==> src/rtl/mem_io_pkg.sv <==
// Shared types and defaults for the SLC-3 SRAM / memory-mapped I/O controller.
package mem_io_pkg;

    typedef enum logic [2:0] {
        IDLE,
        IO,
        RD,
        WR_SETUP,
        WR,
        WR_HOLD,
        DONE
    } mem_state_t;

    localparam int unsigned IO_SW_ADDR_DEF  = 32'h0000_FFFF;
    localparam int unsigned IO_LED_ADDR_DEF = 32'h0000_FFFE;

    // Wait counter width; at least one bit so a zero-wait build still has a counter.
    function automatic int unsigned wait_cnt_w(input int unsigned wait_states);
        int unsigned w;
        w = $clog2(wait_states + 1);
        return (w < 1) ? 1 : w;
    endfunction

endpackage

==> src/rtl/mem_io_regs.sv <==
// Hex-display and LED registers behind the I/O window, plus the I/O read mux.
module mem_io_regs
    import mem_io_pkg::*;
#(
    parameter int unsigned DATA_W  = 16,
    parameter int unsigned NUM_HEX = 4,
    parameter int unsigned LED_W   = 12
) (
    input  logic                   clk,
    input  logic                   rst,
    input  logic                   wr_en,
    input  logic                   sel_sw,
    input  logic [DATA_W-1:0]      wdata,
    input  logic [DATA_W-1:0]      sw,
    output logic [NUM_HEX*4-1:0]   hex,
    output logic [LED_W-1:0]       led,
    output logic [DATA_W-1:0]      rd_data_c
);

    localparam int unsigned HEX_W = NUM_HEX * 4;

    logic [HEX_W-1:0] hex_q, hex_d;
    logic [LED_W-1:0] led_q, led_d;

    // The switch address doubles as the hex register on writes.
    always_comb begin
        hex_d = hex_q;
        led_d = led_q;
        if (wr_en) begin
            if (sel_sw) begin
                hex_d = HEX_W'(wdata);
            end else begin
                led_d = LED_W'(wdata);
            end
        end
        rd_data_c = sel_sw ? sw : DATA_W'(led_q);
    end

    always_ff @(posedge clk or posedge rst) begin
        if (rst) begin
            hex_q <= '0;
            led_q <= '0;
        end else begin
            hex_q <= hex_d;
            led_q <= led_d;
        end
    end

    assign hex = hex_q;
    assign led = led_q;

endmodule

==> src/rtl/mem_io_ctrl.sv <==
// Single-request CPU access sequencer for external async SRAM with an on-chip I/O window.
module mem_io_ctrl
    import mem_io_pkg::*;
#(
    parameter int unsigned DATA_W      = 16,
    parameter int unsigned ADDR_W      = 16,
    parameter int unsigned SRAM_ADDR_W = 20,
    parameter int unsigned WAIT_STATES = 2,
    parameter int unsigned NUM_HEX     = 4,
    parameter int unsigned LED_W       = 12,
    parameter int unsigned IO_SW_ADDR  = IO_SW_ADDR_DEF,
    parameter int unsigned IO_LED_ADDR = IO_LED_ADDR_DEF
) (
    input  logic                   Clk,
    input  logic                   Reset,
    input  logic                   req,
    input  logic                   we,
    input  logic [1:0]             be,
    input  logic [ADDR_W-1:0]      addr,
    input  logic [DATA_W-1:0]      wdata,
    output logic [DATA_W-1:0]      rdata,
    output logic                   ack,
    output logic                   busy,
    input  logic [DATA_W-1:0]      Switches,
    output logic [NUM_HEX*4-1:0]   HEX,
    output logic [LED_W-1:0]       LED,
    output logic                   CE,
    output logic                   OE,
    output logic                   WE,
    output logic                   UB,
    output logic                   LB,
    output logic [SRAM_ADDR_W-1:0] ADDR,
    output logic [DATA_W-1:0]      Data_out,
    output logic                   Data_oe,
    input  logic [DATA_W-1:0]      Data_in
);

    localparam int unsigned     WC_W    = wait_cnt_w(WAIT_STATES);
    localparam logic [WC_W-1:0] WC_LAST = WC_W'(WAIT_STATES);

    mem_state_t             state_q, state_d;
    logic [WC_W-1:0]        cnt_q, cnt_d;
    logic                   we_q, we_d;
    logic [1:0]             be_q, be_d;
    logic                   sel_sw_q, sel_sw_d;
    logic [SRAM_ADDR_W-1:0] addr_q, addr_d;
    logic [DATA_W-1:0]      dout_q, dout_d;
    logic [DATA_W-1:0]      rdata_q, rdata_d;
    logic                   ack_q, ack_d;
    logic                   busy_q, busy_d;
    logic                   ce_n_q, ce_n_d;
    logic                   oe_n_q, oe_n_d;
    logic                   we_n_q, we_n_d;
    logic                   ub_n_q, ub_n_d;
    logic                   lb_n_q, lb_n_d;
    logic                   data_oe_q, data_oe_d;

    logic                   req_is_io_c;
    logic                   io_wr_c;
    logic [DATA_W-1:0]      io_rd_c;

    assign req_is_io_c = (addr == ADDR_W'(IO_SW_ADDR)) || (addr == ADDR_W'(IO_LED_ADDR));
    assign io_wr_c     = (state_q == IO) && we_q;

    always_comb begin
        state_d  = state_q;
        cnt_d    = cnt_q;
        we_d     = we_q;
        be_d     = be_q;
        sel_sw_d = sel_sw_q;
        addr_d   = addr_q;
        dout_d   = dout_q;
        rdata_d  = rdata_q;

        unique case (state_q)
            IDLE: begin
                if (req) begin
                    we_d     = we;
                    be_d     = be;
                    sel_sw_d = (addr == ADDR_W'(IO_SW_ADDR));
                    addr_d   = SRAM_ADDR_W'(addr);
                    cnt_d    = '0;
                    if (we) begin
                        dout_d = wdata;
                    end
                    if (req_is_io_c) begin
                        state_d = IO;
                    end else if (we) begin
                        state_d = WR_SETUP;
                    end else begin
                        state_d = RD;
                    end
                end
            end
            IO: begin
                if (!we_q) begin
                    rdata_d = io_rd_c;
                end
                state_d = DONE;
            end
            RD: begin
                if (cnt_q == WC_LAST) begin
                    rdata_d = Data_in;
                    state_d = DONE;
                end else begin
                    cnt_d = cnt_q + WC_W'(1);
                end
            end
            WR_SETUP: state_d = WR;
            WR: begin
                if (cnt_q == WC_LAST) begin
                    state_d = WR_HOLD;
                end else begin
                    cnt_d = cnt_q + WC_W'(1);
                end
            end
            WR_HOLD:  state_d = DONE;
            DONE:     state_d = IDLE;
            default:  state_d = IDLE;
        endcase

        // Strobes are decoded from the next state so each flop lines up with its state.
        ack_d     = (state_d == DONE);
        busy_d    = (state_d != IDLE);
        ce_n_d    = !(state_d inside {RD, WR_SETUP, WR, WR_HOLD});
        oe_n_d    = (state_d != RD);
        we_n_d    = (state_d != WR);
        data_oe_d = (state_d inside {WR_SETUP, WR, WR_HOLD});
        ub_n_d    = 1'b1;
        lb_n_d    = 1'b1;
        if (state_d == RD) begin
            ub_n_d = 1'b0;
            lb_n_d = 1'b0;
        end else if (state_d == WR) begin
            ub_n_d = ~be_d[1];
            lb_n_d = ~be_d[0];
        end
    end

    always_ff @(posedge Clk or posedge Reset) begin
        if (Reset) begin
            state_q   <= IDLE;
            cnt_q     <= '0;
            we_q      <= 1'b0;
            be_q      <= 2'b00;
            sel_sw_q  <= 1'b0;
            addr_q    <= '0;
            dout_q    <= '0;
            rdata_q   <= '0;
            ack_q     <= 1'b0;
            busy_q    <= 1'b0;
            ce_n_q    <= 1'b1;
            oe_n_q    <= 1'b1;
            we_n_q    <= 1'b1;
            ub_n_q    <= 1'b1;
            lb_n_q    <= 1'b1;
            data_oe_q <= 1'b0;
        end else begin
            state_q   <= state_d;
            cnt_q     <= cnt_d;
            we_q      <= we_d;
            be_q      <= be_d;
            sel_sw_q  <= sel_sw_d;
            addr_q    <= addr_d;
            dout_q    <= dout_d;
            rdata_q   <= rdata_d;
            ack_q     <= ack_d;
            busy_q    <= busy_d;
            ce_n_q    <= ce_n_d;
            oe_n_q    <= oe_n_d;
            we_n_q    <= we_n_d;
            ub_n_q    <= ub_n_d;
            lb_n_q    <= lb_n_d;
            data_oe_q <= data_oe_d;
        end
    end

    mem_io_regs #(
        .DATA_W  (DATA_W),
        .NUM_HEX (NUM_HEX),
        .LED_W   (LED_W)
    ) u_regs (
        .clk       (Clk),
        .rst       (Reset),
        .wr_en     (io_wr_c),
        .sel_sw    (sel_sw_q),
        .wdata     (dout_q),
        .sw        (Switches),
        .hex       (HEX),
        .led       (LED),
        .rd_data_c (io_rd_c)
    );

    assign rdata    = rdata_q;
    assign ack      = ack_q;
    assign busy     = busy_q;
    assign CE       = ce_n_q;
    assign OE       = oe_n_q;
    assign WE       = we_n_q;
    assign UB       = ub_n_q;
    assign LB       = lb_n_q;
    assign ADDR     = addr_q;
    assign Data_out = dout_q;
    assign Data_oe  = data_oe_q;

endmodule

==> config.mk <==
export PLATFORM = sky130hd
export DESIGN_NAME = mem_io_ctrl
export DESIGN_NICKNAME = d
export VERILOG_FILES = /design/src/rtl/mem_io_pkg.sv /design/src/rtl/mem_io_regs.sv /design/src/rtl/mem_io_ctrl.sv
export SDC_FILE = /design/constraint.sdc
export NUM_CORES = 1
export LEC_CHECK = 0
export BUFFER_PORTS_ARGS = -buffer_cell sky130_fd_sc_hd__buf_4
export CORE_MARGIN = 2
export CORE_UTILIZATION = 44
export CTS_CLUSTER_SIZE = 40
export DETAILED_ROUTE_END_ITERATION = 10
export PLACE_DENSITY = 0.73
export REMOVE_ABC_BUFFERS = 1
export SLEW_MARGIN = 10
export SYNTH_ARGS = -nofsm -noshare
export SYNTH_HDL_FRONTEND = slang
export SYNTH_HIERARCHICAL = 1
export SYNTH_SLANG_ARGS = --single-unit
==> constraint.sdc <==
create_clock -name Clk -period 2.3 [get_ports Clk]
set_clock_uncertainty 0.15 [all_clocks]
set_input_delay 0.115 -clock Clk [delete_from_list [all_inputs] [get_ports Clk]]
set_output_delay 0.115 -clock Clk [all_outputs]
set_load 0.02 [all_outputs]
==> summary.md, run 1 <==
| Metric | Value |
|---|---|
| Status | `finished clean` |
| Count leader, synth | `dfrtp_1` |
| Yosys cell types | `39` |
| Ys Warns | `6` |
| CP Capture Type | `register` |
| WHS | `0.0240 ns` |
| Post-route design area | `6090 um^2` |
| Share of the synthesized area in the top cell type | `53.3%` |
| Gr usage total | `21.8%` |
| Via Count | `3,318` |
| CTS buffer count | `9` |
| Fin cells | `666` |
| Hold Path Sink | `rdata[13]` |
| Root Driver | `clkbuf_8` |
| Crit-path slowest cell | `dfrtp_1` |
| WL final | `10,800 um` |
| Top FF cell, synth | `dfrtp_1` |
| Yosys top cell by area | `dfrtp_1` |
| Antenna Nets Post-Route | `0` |
| Synth area leaders | `dfrtp_1 (53%), mux2_2 (10%), mux2_4 (6.9%)` |
| Core box area | `9150 um^2` |
| Hold_sp | `Switches[13]` |
| Layout Utilization | `66.5%` |
| Post-Synthesis Cells | `341` |
| Dpl cells | `598` |
| Setup slack, reg-to-reg | `0.33 ns` |
| Startpoint Class | `register` |
| Post-synth top cells | `dfrtp_1 (88), nand2_1 (63), mux2_2 (37)` |
| Period minus WS final | `1.97 ns` |
| CTS Hold Bufs | `52` |
| Layout cells sized above 1 | `45.0%` |
| Boundary Pins | `158` |
| Clock Pin Slew Worst Setup and Hold Paths | `0.10 ns` |
| Worst Max-Slew Pin Slew | `0.798 ns` |
| Die Area | `10,200 um^2` |
| Post-synthesis sequential area ratio | `56.5%` |
| R2R cell count | `5` |
| CTS sink count | `93` |
| Vias in the first global route | `3,444` |
| GP Congestion | `0.846` |
| Avg Inst Size Synth | `12.1 um^2` |
| Worst slew margin | `46.3%` |
| Endpoints failing hold | `0` |
| Via density | `4.98` |
| P per Cell Area | `1190 nW/um^2` |
| Clock latency on the worst-skew pair | `0.35 ns` |
| Cts repair resizes | `0` |
| Detailed Route Iter0 Violations | `129` |
| Setup TNS | `0 ns` |
| H-Tree Depth | `3` |
| Critical Path AT | `2.06 ns` |
| Initial antenna violation count | `0` |
| Final Power | `7.26 mW` |
| Nets | `621` |
| Post-synth EDFFs | `0` |
| Number of port buffers | `153` |
| Hold Path Class | `primary input to register` |
| GRT overflow | `0` |
| Slew Limit Fails | `0` |
| ANT cells | `0` |
| Post-CTS Setup Bufs | `0` |
| FMAX | `507 MHz` |
| Setup WS post-layout | `0.326 ns` |
| Post-place setup slack | `0.356 ns` |
| Final setup viols | `0` |
| Number of remaining DRC errors | `0` |
| Seq cells post-synth | `93` |
| Avg WL per Cell | `16.2 um` |
| Fillcell total | `670` |
| Area Overhead vs Synth | `47.6%` |
| TritonCTS clock tree | `built` |
| Clock buffer depth | `2` |
| Synthesized area | `4130 um^2` |
| Crit share post-route | `85.8%` |
| Die boundary height | `101 um` |
| Hpwl dp | `7100 um` |
| Post-DP Area | `5370 um^2` |
| Reg2Reg Launch Point | `state_q[1]` |
| Reg-to-Reg End | `u_regs/led[1]` |
| Initial Util | `45.1%` |
| Data required, critical path | `2.39 ns` |
| Router iterations before antenna repair | `4` |
| Largest net degree at the start of global routing | `66` |
| Num rows | `35` |
| First-pass GRT wire length | `17,200 um` |
| Critical path type | `register to register` |
| RSZ-0062 raised after global routing | `false` |
| Hold path depth | `4` |
| Worst-path fanout max | `16` |
| Leakage | `3.18 nW` |
| MaxCap Viol Count | `0` |
| Critical Path Max Stage Delay | `0.57 ns` |
| Die W | `101 um` |
| Peak supply drop | `0.812 mV` |
| Critical path, cell by cell | `nand2b_1 > nor3b_1 > buf_4 > nand2b_4 > mux2_4` |
| Synth async-reset ratio | `100%` |
-- cells in the final DEF, fill, tap and decap left out, types with 2 or more instances in the layout --
master / count
conb_1: 4
inv_1: 5
nand2_1: 63
nand3_1: 5
mux2i_1: 17
inv_6: 2
nor4_1: 2
and2_1: 7
o21ai_0: 7
clkbuf_8: 9
nand2b_1: 2
dfstp_2: 5
dlygate4sd3_1: 52
mux2_4: 19
buf_4: 164
mux2_2: 37
nor2_1: 18
a21oi_1: 19
dfrtp_1: 88
nand4_1: 3
clkinv_2: 2
-- cell families (layout without fill, tap and decap cells) --
| group | count (synthesis) | after routing | synth area share, % |
|---|---|---|---|
| DFF | 93 | 93 | 56.5 |
| xor gates and xnor gates | 1 | 1 | 0.212 |
| adders and majority gates | 1 | 1 | 0.303 |
| buffers and inverters | 28 | 239 | 4.46 |
| and+or+nand+nor | 112 | 112 | 13.0 |
| muxes | 73 | 73 | 21.1 |
| other | 1 | 4 | 0.0908 |
| AOI/OAI and AO/OA | 32 | 32 | 4.27 |
-- routing by layer --
metal	part of all wire [%]	vias up	GRT usage, %
met2	53	111	38.2
met5	0	-	0
met1	40	1626	26.7
li1	-	1561	-
met3	5.1	20	4.23
met4	2.2	0	8.01
-- final cells by class --
type / instances / area (um^2) / area share (%)
flip-flops and latches: 93 / 2330 / 38.3
clock inverters: 7 / 73.8 / 1.21
well taps: 111 / 139 / 2.28
inverters: 6 / 22.5 / 0.370
clock buffers: 9 / 124 / 2.03
repair buffers: 217 / 1770 / 29.1
multi-input cells: 223 / 1630 / 26.7
-- registers in the layout, summed over array words and instances (netlist names), 2 cells and up --
| name | flops |
|---|---|
| rdata | 16 |
| ADDR | 16 |
| cnt_q | 2 |
| state_q | 3 |
| Data_out | 16 |
| be_q | 2 |
| u_regs/hex | 16 |
| u_regs/led | 12 |
-- worst max-delay path: cells and delay by family, from the launching register on --
| kind | cells | cell delay [ns] |
|---|---|---|
| AND/OR/NAND/NOR | 3 | 0.62 |
| buffers and inverters | 1 | 0.17 |
| multiplexers | 1 | 0.34 |
| flip-flops | 1 | 0.57 |
-- where the power goes --
part	switching (mW)	total [mW]	internal [mW]	leakage (nW)
combinational	1.78	3.39	1.61	1.91
clock	0.601	1.11	0.509	0.100
sequential	0.482	2.76	2.28	1.16
-- worst max path at each step --
| stage | start | end | cells after the start |
|---|---|---|---|
| after floorplan | state_q[1] | LB | 4 |
| after global placement | state_q[1] | u_regs/led[7] | 5 |
| after detailed placement | state_q[1] | u_regs/led[11] | 5 |
| after CTS | state_q[1] | u_regs/led[11] | 5 |
| after global routing | state_q[1] | u_regs/led[11] | 5 |
| final | state_q[1] | u_regs/led[1] | 5 |
Power figures use the tool's default switching activity.
==> run 2, diff against run 1 <==
- CELL_PAD_IN_SITES_DETAIL_PLACEMENT: unset -> 1
- CELL_PAD_IN_SITES_GLOBAL_PLACEMENT: unset -> 1
- CORE_UTILIZATION: 44 -> 34
==> run 2 against run 1 <==
Net effect:
- utilization decreased by 14 points
- combinational power increased by 2%
- critical endpoint is now u_regs/led[0]
- register-to-register slack worse by 0.02 ns
- total power is 8.2% higher
==> summary.md, run 2 (synthesis results as in run 1) <==
| Metric | Value |
|---|---|
| Hold Path Class | `primary input to register (unchanged)` |
| Via Count | `3,348 (was 3,318)` |
| Startpoint Class | `register (unchanged)` |
| CP startpoint | `state_q[1] (unchanged)` |
| Post-place setup slack | `0.307 ns (was 0.356 ns)` |
| Nets | `621 (unchanged)` |
| Gr usage total | `20.1% (was 21.8%)` |
| Cts repair resizes | `0 (unchanged)` |
| Layout Utilization | `52.7% (was 66.5%)` |
| Boundary Pins | `158 (unchanged)` |
| Die W | `114 um (was 101 um)` |
| Final setup viols | `0 (unchanged)` |
| R2R cell count | `5 (unchanged)` |
| Initial Util | `34.7% (was 45.1%)` |
| Antenna Nets Post-Route | `0 (unchanged)` |
| WL final | `12,500 um (was 10,800 um)` |
| Clock buffer depth | `2 (unchanged)` |
| Crit share post-route | `86.9% (was 85.8%)` |
| Setup TNS | `0 ns (unchanged)` |
| ANT cells | `0 (unchanged)` |
| Hpwl dp | `8650 um (was 7100 um)` |
| Critical Path AT | `2.07 ns (was 2.06 ns)` |
| Hold_sp | `Switches[13] (unchanged)` |
| Slew Limit Fails | `0 (unchanged)` |
| Worst slew margin | `63.0% (was 46.3%)` |
| Fin cells | `702 (was 666)` |
| RSZ-0062 raised after global routing | `false (unchanged)` |
| Worst Max-Slew Pin Slew | `0.554 ns (was 0.798 ns)` |
| MaxCap Viol Count | `0 (unchanged)` |
| Layout cells sized above 1 | `44.9% (was 45.0%)` |
| P per Cell Area | `1250 nW/um^2 (was 1190 nW/um^2)` |
| Fillcell total | `1,282 (was 670)` |
| Endpoints failing hold | `0 (unchanged)` |
| Hold path depth | `4 (unchanged)` |
| H-Tree Depth | `3 (unchanged)` |
| FMAX | `500 MHz (was 507 MHz)` |
| Status | `finished clean (unchanged)` |
| Num rows | `40 (was 35)` |
| Commonest non-fill, non-tap cell in the layout | `buf_4 (unchanged)` |
| Root Driver | `clkbuf_16 (was clkbuf_8)` |
| Clock Pin Slew Worst Setup and Hold Paths | `0.07 ns (was 0.10 ns)` |
| Die Area | `13,000 um^2 (was 10,200 um^2)` |
| GP Congestion | `0.787 (was 0.846)` |
| CTS sink count | `93 (unchanged)` |
| CP Capture Type | `register (unchanged)` |
| Leakage | `3.24 nW (was 3.18 nW)` |
| Critical path type | `register to register (unchanged)` |
| Die boundary height | `114 um (was 101 um)` |
| Largest net degree at the start of global routing | `36 (was 66)` |
| Most frequent cells in the layout | `buf_4 (163), dfrtp_1 (88), nand2_1 (63) (was buf_4 (164), dfrtp_1 (88), nand2_1 (63))` |
| CTS buffer count | `9 (unchanged)` |
| Worst-path fanout max | `16 (unchanged)` |
| Via density | `4.77 (was 4.98)` |
| Data required, critical path | `2.37 ns (was 2.39 ns)` |
| Clock latency on the worst-skew pair | `0.34 ns (was 0.35 ns)` |
| Vias in the first global route | `3,769 (was 3,444)` |
| WHS | `0.0465 ns (was 0.0240 ns)` |
| Setup WS post-layout | `0.302 ns (was 0.326 ns)` |
| Router iterations before antenna repair | `5 (was 4)` |
| Core box area | `11,900 um^2 (was 9150 um^2)` |
| GRT overflow | `0 (unchanged)` |
| Period minus WS final | `2.00 ns (was 1.97 ns)` |
| Avg WL per Cell | `17.9 um (was 16.2 um)` |
| TritonCTS clock tree | `built (unchanged)` |
| Peak supply drop | `0.498 mV (was 0.812 mV)` |
| Initial antenna violation count | `0 (unchanged)` |
| Reg2Reg Launch Point | `state_q[1] (unchanged)` |
| Dpl cells | `634 (was 598)` |
| Number of port buffers | `153 (unchanged)` |
| Detailed Route Iter0 Violations | `89 (was 129)` |
| Area Overhead vs Synth | `52.1% (was 47.6%)` |
| First-pass GRT wire length | `20,000 um (was 17,200 um)` |
| Number of remaining DRC errors | `0 (unchanged)` |
## run 2: changes by cell type in the layout (fill, tap and decap cells not counted)
cell and delta:
clkbuf_8 -7, clkbuf_1 +1, clkinvlp_4 -1, buf_12 +1, buf_4 -1, clkbuf_16 +9, bufinv_16 +1, clkinv_4 -1
inv_6 -2
## run 2: final timing paths
path,to,slack (ns)
setup / recovery,u_regs/led[0],0.30
hold / removal,rdata[13],0.05
setup reg to reg,u_regs/led[0],0.30
hold reg to reg,be_q[1],0.33
max in group asynchronous,CE,1.14
min in group asynchronous,Data_out[4],0.21
## run 2: per-stage QoR
stage | area (um^2) | total power, mW
floorplan | 3980 | 4.65
global placement | 5430 | 6.07
detailed placement | 5430 | 6.18
CTS | 6280 | 7.92
global route | 6280 | 8.34
finish | 6280 | 7.86
## run 2: layer usage
layer / share of wire (%) / wire (um) / GRT usage (%) / up-vias
met4: 3.5 / 438 / 10.1 / 0
met3: 3.8 / 472 / 3.97 / 28
met5: 0 / 0 / 0 / -
li1: - / - / - / 1564
met1: 41 / 5120 / 23.9 / 1664
met2: 52 / 6500 / 34.8 / 92
## run 2: layout make-up
| type | count | area [um^2] | share of cell area [%] |
|---|---|---|---|
| clock buffers | 12 | 256 | 4.09 |
| clock inverters | 4 | 70.1 | 1.12 |
| inverters | 6 | 22.5 | 0.359 |
| multi-input cells | 223 | 1630 | 25.9 |
| flip-flops and latches | 93 | 2330 | 37.2 |
| well taps | 147 | 184 | 2.93 |
| repair buffers | 217 | 1780 | 28.4 |
## run 2: power breakdown
group | switching (mW) | total [mW] | internal [mW] | leakage [nW]
clock network | 0.615 | 1.62 | 1.01 | 0.163
logic | 1.84 | 3.45 | 1.61 | 1.92
registers | 0.499 | 2.79 | 2.29 | 1.16
total | 2.95 | 7.86 | 4.91 | 3.24
## run 2: worst max-delay path, cell delays in order (launching register included)
cell	delay, ns
dfrtp_1	0.55
nand2b_1	0.27
nor3b_1	0.22
buf_4	0.17
nand2b_4	0.16
mux2_4	0.35
## run 2: timing repair
item / 4_1_cts / 5_1_grt
endpoints found under the hold margin: 125 / 0
hold buffers: 52 / 0
buffers inserted: 0 / 0
